<file path="src/rtl/btn_led_pio_pkg.sv">
// btn_led_pio_pkg: register map, button level and reset constants shared by
// the button/LED PIO peripheral and its debouncer.
package btn_led_pio_pkg;

  typedef enum logic [1:0] {
    ADDR_DATA    = 2'd0,
    ADDR_LEDS    = 2'd1,
    ADDR_EDGE    = 2'd2,
    ADDR_IRQMASK = 2'd3
  } reg_addr_e;

  localparam logic        BTN_RELEASED = 1'b1;

  localparam logic        RST_SYNC     = 1'b1;
  localparam logic        RST_BTN_DB   = BTN_RELEASED;
  localparam logic        RST_EDGE     = 1'b0;
  localparam logic        RST_IRQMASK  = 1'b0;
  localparam logic        RST_IRQ      = 1'b0;
  localparam logic [31:0] RST_READDATA = '0;

endpackage

</file>
<file path="src/rtl/btn_debounce.sv">
// btn_debounce: 2-flop synchroniser followed by a stable-count debouncer.
// The output level only follows the synchronised sample after it has
// differed from the current level for DEBOUNCE_CYCLES consecutive cycles.
module btn_debounce
  import btn_led_pio_pkg::*;
#(
  parameter int unsigned DEBOUNCE_CYCLES = 500000
) (
  input  logic clk_clk,
  input  logic reset_reset,
  input  logic raw,
  output logic level
);

  localparam int unsigned CW = $clog2(DEBOUNCE_CYCLES + 1);
  localparam logic [CW-1:0] CNT_LAST = CW'(DEBOUNCE_CYCLES - 1);

  logic [1:0]    sync_q;
  logic          sample;
  logic [CW-1:0] cnt_q;

  assign sample = sync_q[1];

  // Bring the asynchronous button into the clock domain.
  always_ff @(posedge clk_clk or posedge reset_reset) begin
    if (reset_reset) begin
      sync_q <= {2{RST_SYNC}};
    end else begin
      sync_q <= {sync_q[0], raw};
    end
  end

  // Count consecutive disagreeing samples; accept the new level on the last one.
  always_ff @(posedge clk_clk or posedge reset_reset) begin
    if (reset_reset) begin
      cnt_q <= '0;
      level <= RST_BTN_DB;
    end else if (sample == level) begin
      cnt_q <= '0;
    end else if (cnt_q == CNT_LAST) begin
      cnt_q <= '0;
      level <= sample;
    end else begin
      cnt_q <= cnt_q + CW'(1);
    end
  end

endmodule

</file>
<file path="src/rtl/btn_led_pio.sv">
// btn_led_pio: Avalon-MM button/LED peripheral. Registers: DATA (debounced
// button), LEDS, EDGE (press capture, write-1-clear), IRQMASK.
// Optional feature macro: BTN_IRQ_EN adds the registered irq output.
module btn_led_pio
  import btn_led_pio_pkg::*;
#(
  parameter int unsigned DEBOUNCE_CYCLES = 500000,
  parameter int unsigned LED_WIDTH       = 4
) (
  input  logic                 clk_clk,
  input  logic                 reset_reset,
  input  logic [1:0]           avs_address,
  input  logic                 avs_read,
  input  logic                 avs_write,
  input  logic [31:0]          avs_writedata,
  output logic [31:0]          avs_readdata,
  input  logic                 btn_external_connection_export,
  output logic [LED_WIDTH-1:0] leds_external_connection_export
`ifdef BTN_IRQ_EN
  ,
  output logic                 irq
`endif
);

  logic                 btn_db;
  logic                 btn_db_q;
  logic                 press;
  logic                 edge_q;
  logic                 edge_vis;
  logic                 edge_clr;
  logic [LED_WIDTH-1:0] leds_q;
  logic                 mask_q;
  logic [31:0]          rd_mux;
  logic                 unused_wdata;

  btn_debounce #(
    .DEBOUNCE_CYCLES(DEBOUNCE_CYCLES)
  ) u_debounce (
    .clk_clk    (clk_clk),
    .reset_reset(reset_reset),
    .raw        (btn_external_connection_export),
    .level      (btn_db)
  );

  // The debouncer only exposes its level, so a press is seen one cycle late
  // against btn_db_q. OR-ing that pulse into the visible EDGE value makes it
  // read as set from the same edge btn_db falls, and the pulse lands in
  // edge_q on the next edge, so a clear coinciding with the fall never wins.
  assign press    = (btn_db_q == BTN_RELEASED) && (btn_db != BTN_RELEASED);
  assign edge_vis = edge_q | press;
  assign edge_clr = avs_write && (reg_addr_e'(avs_address) == ADDR_EDGE)
                    && avs_writedata[0];

  assign leds_external_connection_export = leds_q;
  assign unused_wdata = ^avs_writedata;

  // Press capture with write-1-clear.
  always_ff @(posedge clk_clk or posedge reset_reset) begin
    if (reset_reset) begin
      btn_db_q <= RST_BTN_DB;
      edge_q   <= RST_EDGE;
    end else begin
      btn_db_q <= btn_db;
      edge_q   <= edge_vis & ~edge_clr;
    end
  end

  // Software-writable LEDS and IRQMASK registers.
  always_ff @(posedge clk_clk or posedge reset_reset) begin
    if (reset_reset) begin
      leds_q <= '0;
      mask_q <= RST_IRQMASK;
    end else if (avs_write) begin
      case (reg_addr_e'(avs_address))
        ADDR_LEDS:    leds_q <= avs_writedata[LED_WIDTH-1:0];
        ADDR_IRQMASK: mask_q <= avs_writedata[0];
        default:      ;
      endcase
    end
  end

  // Read mux of the pre-write register values; unused bits read as zero.
  always_comb begin
    rd_mux = '0;
    case (reg_addr_e'(avs_address))
      ADDR_DATA:    rd_mux[0]             = btn_db;
      ADDR_LEDS:    rd_mux[LED_WIDTH-1:0] = leds_q;
      ADDR_EDGE:    rd_mux[0]             = edge_vis;
      ADDR_IRQMASK: rd_mux[0]             = mask_q;
      default:      rd_mux                = '0;
    endcase
  end

  // Registered read data, held until the next read.
  always_ff @(posedge clk_clk or posedge reset_reset) begin
    if (reset_reset) begin
      avs_readdata <= RST_READDATA;
    end else if (avs_read) begin
      avs_readdata <= rd_mux;
    end
  end

`ifdef BTN_IRQ_EN
  // Level interrupt: captured press gated by the mask, one cycle behind.
  always_ff @(posedge clk_clk or posedge reset_reset) begin
    if (reset_reset) begin
      irq <= RST_IRQ;
    end else begin
      irq <= edge_vis & mask_q;
    end
  end
`endif

endmodule

</file>
<file path="config.mk">
export PLATFORM = sky130hd
export DESIGN_NAME = btn_led_pio
export DESIGN_NICKNAME = d
export VERILOG_FILES = /design/src/rtl/btn_led_pio_pkg.sv /design/src/rtl/btn_debounce.sv /design/src/rtl/btn_led_pio.sv
export SDC_FILE = /design/constraint.sdc
export NUM_CORES = 1
export LEC_CHECK = 0
export CAP_MARGIN = 15
export CORE_ASPECT_RATIO = 0.7
export CORE_MARGIN = 3
export CORE_UTILIZATION = 46
export DETAILED_ROUTE_END_ITERATION = 6
export GPL_ROUTABILITY_DRIVEN = 0
export PLACE_DENSITY = 0.82
export SLEW_MARGIN = 20
export SYNTH_ARGS = -nofsm -noshare
export SYNTH_HDL_FRONTEND = slang
export SYNTH_HIERARCHICAL = 1
export SYNTH_SLANG_ARGS = --single-unit
</file>
<file path="constraint.sdc">
create_clock -name clk_clk -period 4.1 [get_ports clk_clk]
set_clock_uncertainty 0.05 [all_clocks]
set_input_delay 1.23 -clock clk_clk [delete_from_list [all_inputs] [get_ports clk_clk]]
set_output_delay 1.23 -clock clk_clk [all_outputs]
set_load 0.01 [all_outputs]
</file>
# Yosys cells after proc, flatten, opt, wreduce, memory -nomap -nowiden

Index checks and enable logic that the tools add are counted.

Flip-flop bits (word level): 33
Bits in latches: 0
Bits in writable memories: 0
ROM bits: 0
Input port bits: 39
Output and inout port bits: 36
Logic and storage cells: 30
Memories: 0

Add/subtract/negate cells: 1
Multiply operators: 0
Divide/modulo/power cells: 0
Order comparisons: 0
Eq/ne operators: 5
Shifts and indexed selects: 0
Mux-type cells: 4
Bitwise logic cells: 5
Reduce and logical (&&, ||, !) cells: 7

Operators by type and width:

| kind                    | count |
|---|---|
| $mux W19                | 2 |
| $add A19 B1 Y19 const B | 1 |
| $eq A19 B19 Y1 const B  | 1 |
| $reduce_and A2 Y1       | 3 |
| $eq A2 B2 Y1 const B    | 2 |
| $pmux W1 S4             | 1 |
| $logic_and A1 B1 Y1     | 3 |
| $mux W3                 | 1 |
| $not A1 Y1              | 3 |
| $eq A2 B1 Y1 const B    | 1 |
| $logic_not A2 Y1        | 1 |
| $and A1 B1 Y1           | 1 |
| $eq A1 B1 Y1            | 1 |
| $or A1 B1 Y1            | 1 |

# Logic depth before layout (Yosys ltp)

Gate-level depths: netlist of the first run.

Word-level depth: 5
Depth in mapped cells: 7
Depth with buffers taken out: 5

# Cells and area by module

Netlist of the first run, hierarchy kept.

Modules (own cells, without submodules):

| module       | instances | cells each | area each (um2) | sequential area each (um2) |
|---|---|---|---|---|
| btn_debounce | 1         | 103        | 1094.8          | 554.3 |
| btn_led_pio  | 1         | 69         | 703.2           | 276.5 |

# Least setup slack after synthesis of the first run

OpenSTA, ideal clock, no wires.

Path kind: in2reg
Start point: input avs_address[1]
End point: register leds_q[0] (netlist: leds_external_connection_export[0])
Setup time: 0.125 ns
Data arrival time: 1.698 ns
Data required time: 3.925 ns
Slack: 2.227 ns
Stages: 2
Buffers on the path: 0
Cell sequence: nand3b_4 > mux2_4

Longest elaborated chain between the ends: 2

Ends and longest elaborated chain:

| element                            | line              | text |
|---|---|---|
| start: declaration                 | btn_led_pio.sv:12 | `input logic [1:0] avs_address,` |
| $eq A2 B1 Y1                       | btn_led_pio.sv:74 | `case (reg_addr_e'(avs_address))` |
| $reduce_and A2 Y1 (no source line) | n/a               |  |
| end signal: assignment             | btn_led_pio.sv:75 | `ADDR_LEDS: leds_q <= avs_writedata[LED_WIDTH-1:0];` |
| end: declaration                   | btn_led_pio.sv:31 | `logic [LED_WIDTH-1:0] leds_q;` |

Every way passes these cells.
A chain may end at the register's enable or synchronous reset.

# Worst setup path in the final report of the first run

Start point: register leds_q[1] (netlist: leds_external_connection_export[1])
End point: output leds_external_connection_export[1]

RTL lines:

| element          | line              | text |
|---|---|---|
| end: declaration | btn_led_pio.sv:18 | `output logic [LED_WIDTH-1:0] leds_external_connection_export` |

No word-level cell between the ends.

==> results.cfg, run 1 <==
[clock_tree]
htree_levels = 2
cts_buffer_depth = 2
numCtsBuffers = 5
cts_resized = 0
hold_buffers = 0
cts.sinks = 33
clkTransAtPathRegs_ns = 0.06
cts_tree = yes
cts_setup_buffers = 0
cts-root-buf = clkbuf_8
insertion_delay_ns = 0.28

[floorplanning]
io_pins = 75
die_x_um = 80.7
initial_core_util_pct = 49.6
dieArea_um2 = 4710
coreArea_um2 = 3630
rows = 18
die_height_um = 58.3

[setup_path]
crit_buf_inv = 1
worstSetupStartpointType = flip-flop
worst-path-max-fanout = 3
cpMaxStageDelayCell = clkdlybuf4s50_1
end_kind = output pin
crit_family = buffers and inverters
critPathArrivalTime_ns = 1.21
cpPeakStageDelay_ns = 0.55
critPathKind = flip-flop to output pin
crit_chain = clkdlybuf4s50_1
cp_data_required_time_ns = 2.82

[synth]
synthArstFlopShare_pct = 100
ys.flop_type = dfrtp_1
synth_enable_flop_cells = 0
ys_types = 42
yosys_warnings = 6
ys_ff_latch = 33
synth_area_leader_cell = dfrtp_1
synth_top_area_share_pct = 40.4
syn_inst = 172
synth_common_cells = dfrtp_1, buf_4, nor2_1, nand2_1
syn-cell-area_um2 = 1800
ys_seq_area_share_pct = 46.2
syn_avg_cell_area_um2 = 10.5
yosys.cell_count.top_type = dfrtp_1
synth_top_cells_by_area = dfrtp_1, buf_4, dfstp_2

[sta]
relSlewSlack_pct = 44.8
setup_violations = 0
period_share_pct = 60.7
rsz0062_at_grt = no
tightest_slew_ns = 0.827
final.setup.tns_ns = 0
period_minus_slack_ns = 2.49
max_freq_mhz = 402
final-max-slew-violation-count = 0
hold_viol = 0

[worst_hold_path]
hold_class = flip-flop to flip-flop

[layout]
final_nets = 231
antenna_cells = 0
multi_input_area_um2 = 785
postLayoutCellArea_um2 = 1980
drive_gt1_share_pct = 10.4
syn_to_final_growth_pct = 10.0
final_core_util_pct = 54.6
register_area_um2 = 831
fillers = 323

[place]
portBuffers = 18
dp_hpwl_mm = 2.28
post_dp_cell_area_um2 = 1890

[global_route]
grt.total_usage_pct = 14.7
grt_pass1_vias = 1073
grt_pass1_wl_mm = 5.19
antenna_found_initial = 0
grt_start_max_net_pins = 23
gr-total-overflow = 0

[detailed_routing]
wirelength_mm = 3.02
wire_per_inst_um = 12.5
drt_iter0_drc = 45
first_pass_iters = 4
vias = 1164
ant_nets = 0
drc_errors = 0
via_per_inst = 4.81

[power_and_ir_drop]
ir_drop_v = 0.000147
powerDensity_nw_per_um2 = 351
p_leak_nw = 0.886

[job]
cap_violations = 0

[status]
status = complete, no violations
-- area by class of cell --
type	count	area share, %
timing repair buffer	18	9.11
multi-input combinational	125	39.7
inverter	8	1.52
clock buffer	8	4.55
tap	50	3.16
sequential	33	42.0
-- sequential cells by signal (all words and copies together), names as in the netlist --
register	cells
avs_readdata	4
btn_db_q	1
edge_q	1
leds_external_connection_export	4
mask_q	1
u_debounce/cnt_q	19
u_debounce/level	1
u_debounce/sync_q	2
-- routing by layer --
layer	share of wire, %	vias up	global-route usage (%)
li1	-	571	-
met1	50	548	21.8
met2	41	40	19.6
met3	6.6	5	4.28
met4	1.8	0	7.23
met5	0	-	0
-- power breakdown --
group	total [mW]	internal (mW)	leakage, nW	switching, mW
Clock	0.244	0.137	0.0455	0.107
Sequential	0.356	0.344	0.430	0.0123
Combinational	0.0939	0.0478	0.410	0.0461
-- cell families (layout without fill, tap and decap cells) --
logic type	Yosys count	count (layout)	share of synthesized area, %
multiplexers	6	6	4.80
other	1	28	0.209
flip-flops	33	33	46.2
adder cells (fa/ha/maj)	1	1	0.696
buffers and inverters	41	34	15.8
AO/OA/AOI/OAI	16	16	6.05
AND/OR/NAND/NOR	59	59	18.9
XOR/XNOR	15	15	7.31
-- layout by cell type, fill, tap and decap left out, drive strengths merged, types with 2 or more instances in the layout --
master	n
a21oi	4
and3	3
and4	3
clkbuf	8
clkdlybuf4s50	18
conb	28
dfrtp	29
dfstp	4
inv	8
mux2	6
nand2	9
nand3	8
nand4	4
nand4b	2
nor2	17
nor3	2
nor4	2
o22ai	4
o31ai	2
or4	2
or4b	2
xnor2	7
xor2	8
-- worst paths after layout --
path,startpoint,to,slack (ns),depth (start not counted)
worst max-delay path,leds_external_connection_export[1],leds_external_connection_export[1],1.61,1
worst min-delay path,u_debounce/sync_q[0],u_debounce/sync_q[1],0.31,0
worst max register to register,u_debounce/cnt_q[11],u_debounce/cnt_q[7],2.12,4
worst min register to register,u_debounce/sync_q[0],u_debounce/sync_q[1],0.31,0
max in group asynchronous,reset_reset,u_debounce/cnt_q[0],2.09,2
min in group asynchronous,reset_reset,avs_readdata[0],1.22,2
-- stage by stage --
step	cells	power [mW]	worst slack, ns	hold slack [ns]
6_report	242	0.694	1.61	0.308
5_1_grt	242	0.731	1.56	0.311
4_1_cts	242	0.705	1.59	0.310
3_5_place_dp	234	0.456	1.56	0.301
3_3_place_gp	234	0.454	1.58	0.295
2_1_floorplan	199	0.435	2.23	0.295
Power figures use the tool's default switching activity.
==> run 2, diff against run 1 <==
CORE_UTILIZATION = 43   (was 46)
PLACE_DENSITY = 0.78   (was 0.82)
clock period = 2.4 ns   (was 4.1 ns; I/O delays follow)
==> run 2 against run 1 <==
  * Critical path depth grew 3
  * First-iteration DRC count fell by 38%
  * Clock power increased by 120%
  * Total power rose by 88%
  * Critical endpoint is now u_debounce/cnt_q[3]
  * Setup slack got worse by 1.2 ns
==> results.cfg, run 2 (synthesis results as in run 1) <==
[clock_tree]
cts_setup_buffers = 0
cts_tree = yes
cts-root-buf = clkbuf_8
hold_buffers = 0
clkTransAtPathRegs_ns = 0.06
insertion_delay_ns = 0.29
numCtsBuffers = 5
cts_buffer_depth = 2
cts_resized = 0
htree_levels = 2
cts.sinks = 33

[power_and_ir_drop]
internal_power_mw = 1.01
power_frac_comb_pct = 12.4
powerDensity_nw_per_um2 = 649
seqPwrFrac_pct = 46.6
clkPwrFrac_pct = 41.1
p_leak_nw = 0.904
p_sw_share_pct = 22.8
switching_power_uw = 297
finalPower_mw = 1.31
ir_drop_v = 0.000277

[setup_path]
crit_family = simple AND/OR/NAND/NOR gates
timing.rr.start = u_debounce/cnt_q[11]
cp_data_required_time_ns = 2.50
worstSetupStartpointType = flip-flop
cpPeakStageDelay_ns = 0.55
reg2reg_depth = 4
critPathKind = flip-flop to flip-flop
critPathArrivalTime_ns = 2.10
crit_buf_inv = 0
end_kind = flip-flop
critical_path.startpoint = u_debounce/cnt_q[11]
crit_chain = or4_4, nor3_2, a21bo_1, nor2_1
crit_cells = 4
worst-path-max-fanout = 17
reg2reg_slack_ns = 0.40
cpMaxStageDelayCell = or4_4
reg2reg_to = u_debounce/cnt_q[3]

[sta]
hold_slack_ns = 0.306
relSlewSlack_pct = 64.1
setup_violations = 0
final-max-slew-violation-count = 0
max_freq_mhz = 501
rsz0062_at_grt = no
period_share_pct = 83.2
hold_viol = 0
setup_slack_ns = 0.402
final.setup.tns_ns = 0
tightest_slew_ns = 0.539
period_minus_slack_ns = 2.00

[layout]
fillers = 309
multi_input_area_um2 = 785
drive_gt1_share_pct = 11.4
final_common_cell = dfrtp_1
instances_no_fill = 243
final_nets = 232
regMostFlops = u_debounce/cnt_q
register_area_um2 = 831
syn_to_final_growth_pct = 11.9
layout_common_cells = dfrtp_1, conb_1, clkdlybuf4s50_1
antenna_cells = 0
largest_register_ffs = 19

[global_route]
grt_pass1_vias = 1093
antenna_found_initial = 0
grt_start_max_net_pins = 23
gr-total-overflow = 0
grt_pass1_wl_mm = 5.30
grt.total_usage_pct = 13.7

[floorplanning]
rows = 18
initial_core_util_pct = 47.8
die_x_um = 83.3
io_pins = 75
coreArea_um2 = 3760
die_height_um = 60.1
dieArea_um2 = 5010

[place]
place_ws_ns = 0.354
dp_cells = 235
dp_hpwl_mm = 2.32
portBuffers = 18

[detailed_routing]
wirelength_mm = 3.09
drc_errors = 0
wire_per_inst_um = 12.7
vias = 1191
ant_nets = 0
via_per_inst = 4.90
drt_iter0_drc = 28
first_pass_iters = 4

[worst_hold_path]
min_to = u_debounce/sync_q[1]
hold_class = flip-flop to flip-flop
hold_start = u_debounce/sync_q[0]
hold_depth = 0

[status]
status = complete, no violations

[job]
cap_violations = 0
==> run 2: worst register-to-register path: cells and delay by family (launching register included) <==
kind / cells / cell delay, ns
and+or+nand+nor: 3 / 0.89
AOI/OAI and AO/OA: 1 / 0.49
DFF: 1 / 0.43
==> run 2: per-layer routing <==
metal	GRT usage (%)	share of wire, %
met4	8.39	2.7
met1	20.2	50
met2	17.8	41
met3	3.31	6.8
met5	0	0
==> run 2: power groups by stage <==
stage | Combinational, mW | Sequential (mW) | Clock, mW
floorplan | 0.119 | 0.624 | 0
global placement | 0.160 | 0.616 | 0
detailed placement | 0.162 | 0.618 | 0
CTS | 0.163 | 0.608 | 0.552
global route | 0.177 | 0.612 | 0.571
finish | 0.161 | 0.608 | 0.536
==> run 2: layout make-up <==
class | count | share of cell area (%)
Tap cell | 50 | 3.11
Timing Repair Buffer | 19 | 9.33
Multi-Input combinational cell | 125 | 39.0
Sequential cell | 33 | 41.3
Clock inverter | 1 | 1.49
Inverter | 8 | 1.49
Clock buffer | 7 | 4.29
==> run 2: worst max-delay path by stage <==
stage,slack (ns),end
after global routing,0.27,u_debounce/cnt_q[3]
after CTS,0.39,leds_external_connection_export[2]
final,0.40,u_debounce/cnt_q[3]
after floorplan,0.71,u_debounce/cnt_q[10]
after detailed placement,0.35,leds_external_connection_export[0]
after global placement,0.38,leds_external_connection_export[0]
==> run 2: per-stage QoR <==
stage | instance area, um2 | utilization (%)
finish | 2010 | 53.5
global route | 2010 | 53.5
CTS | 2010 | 53.5
detailed placement | 1900 | 50.4
global placement | 1900 | 50.4
floorplan | 1900 | -
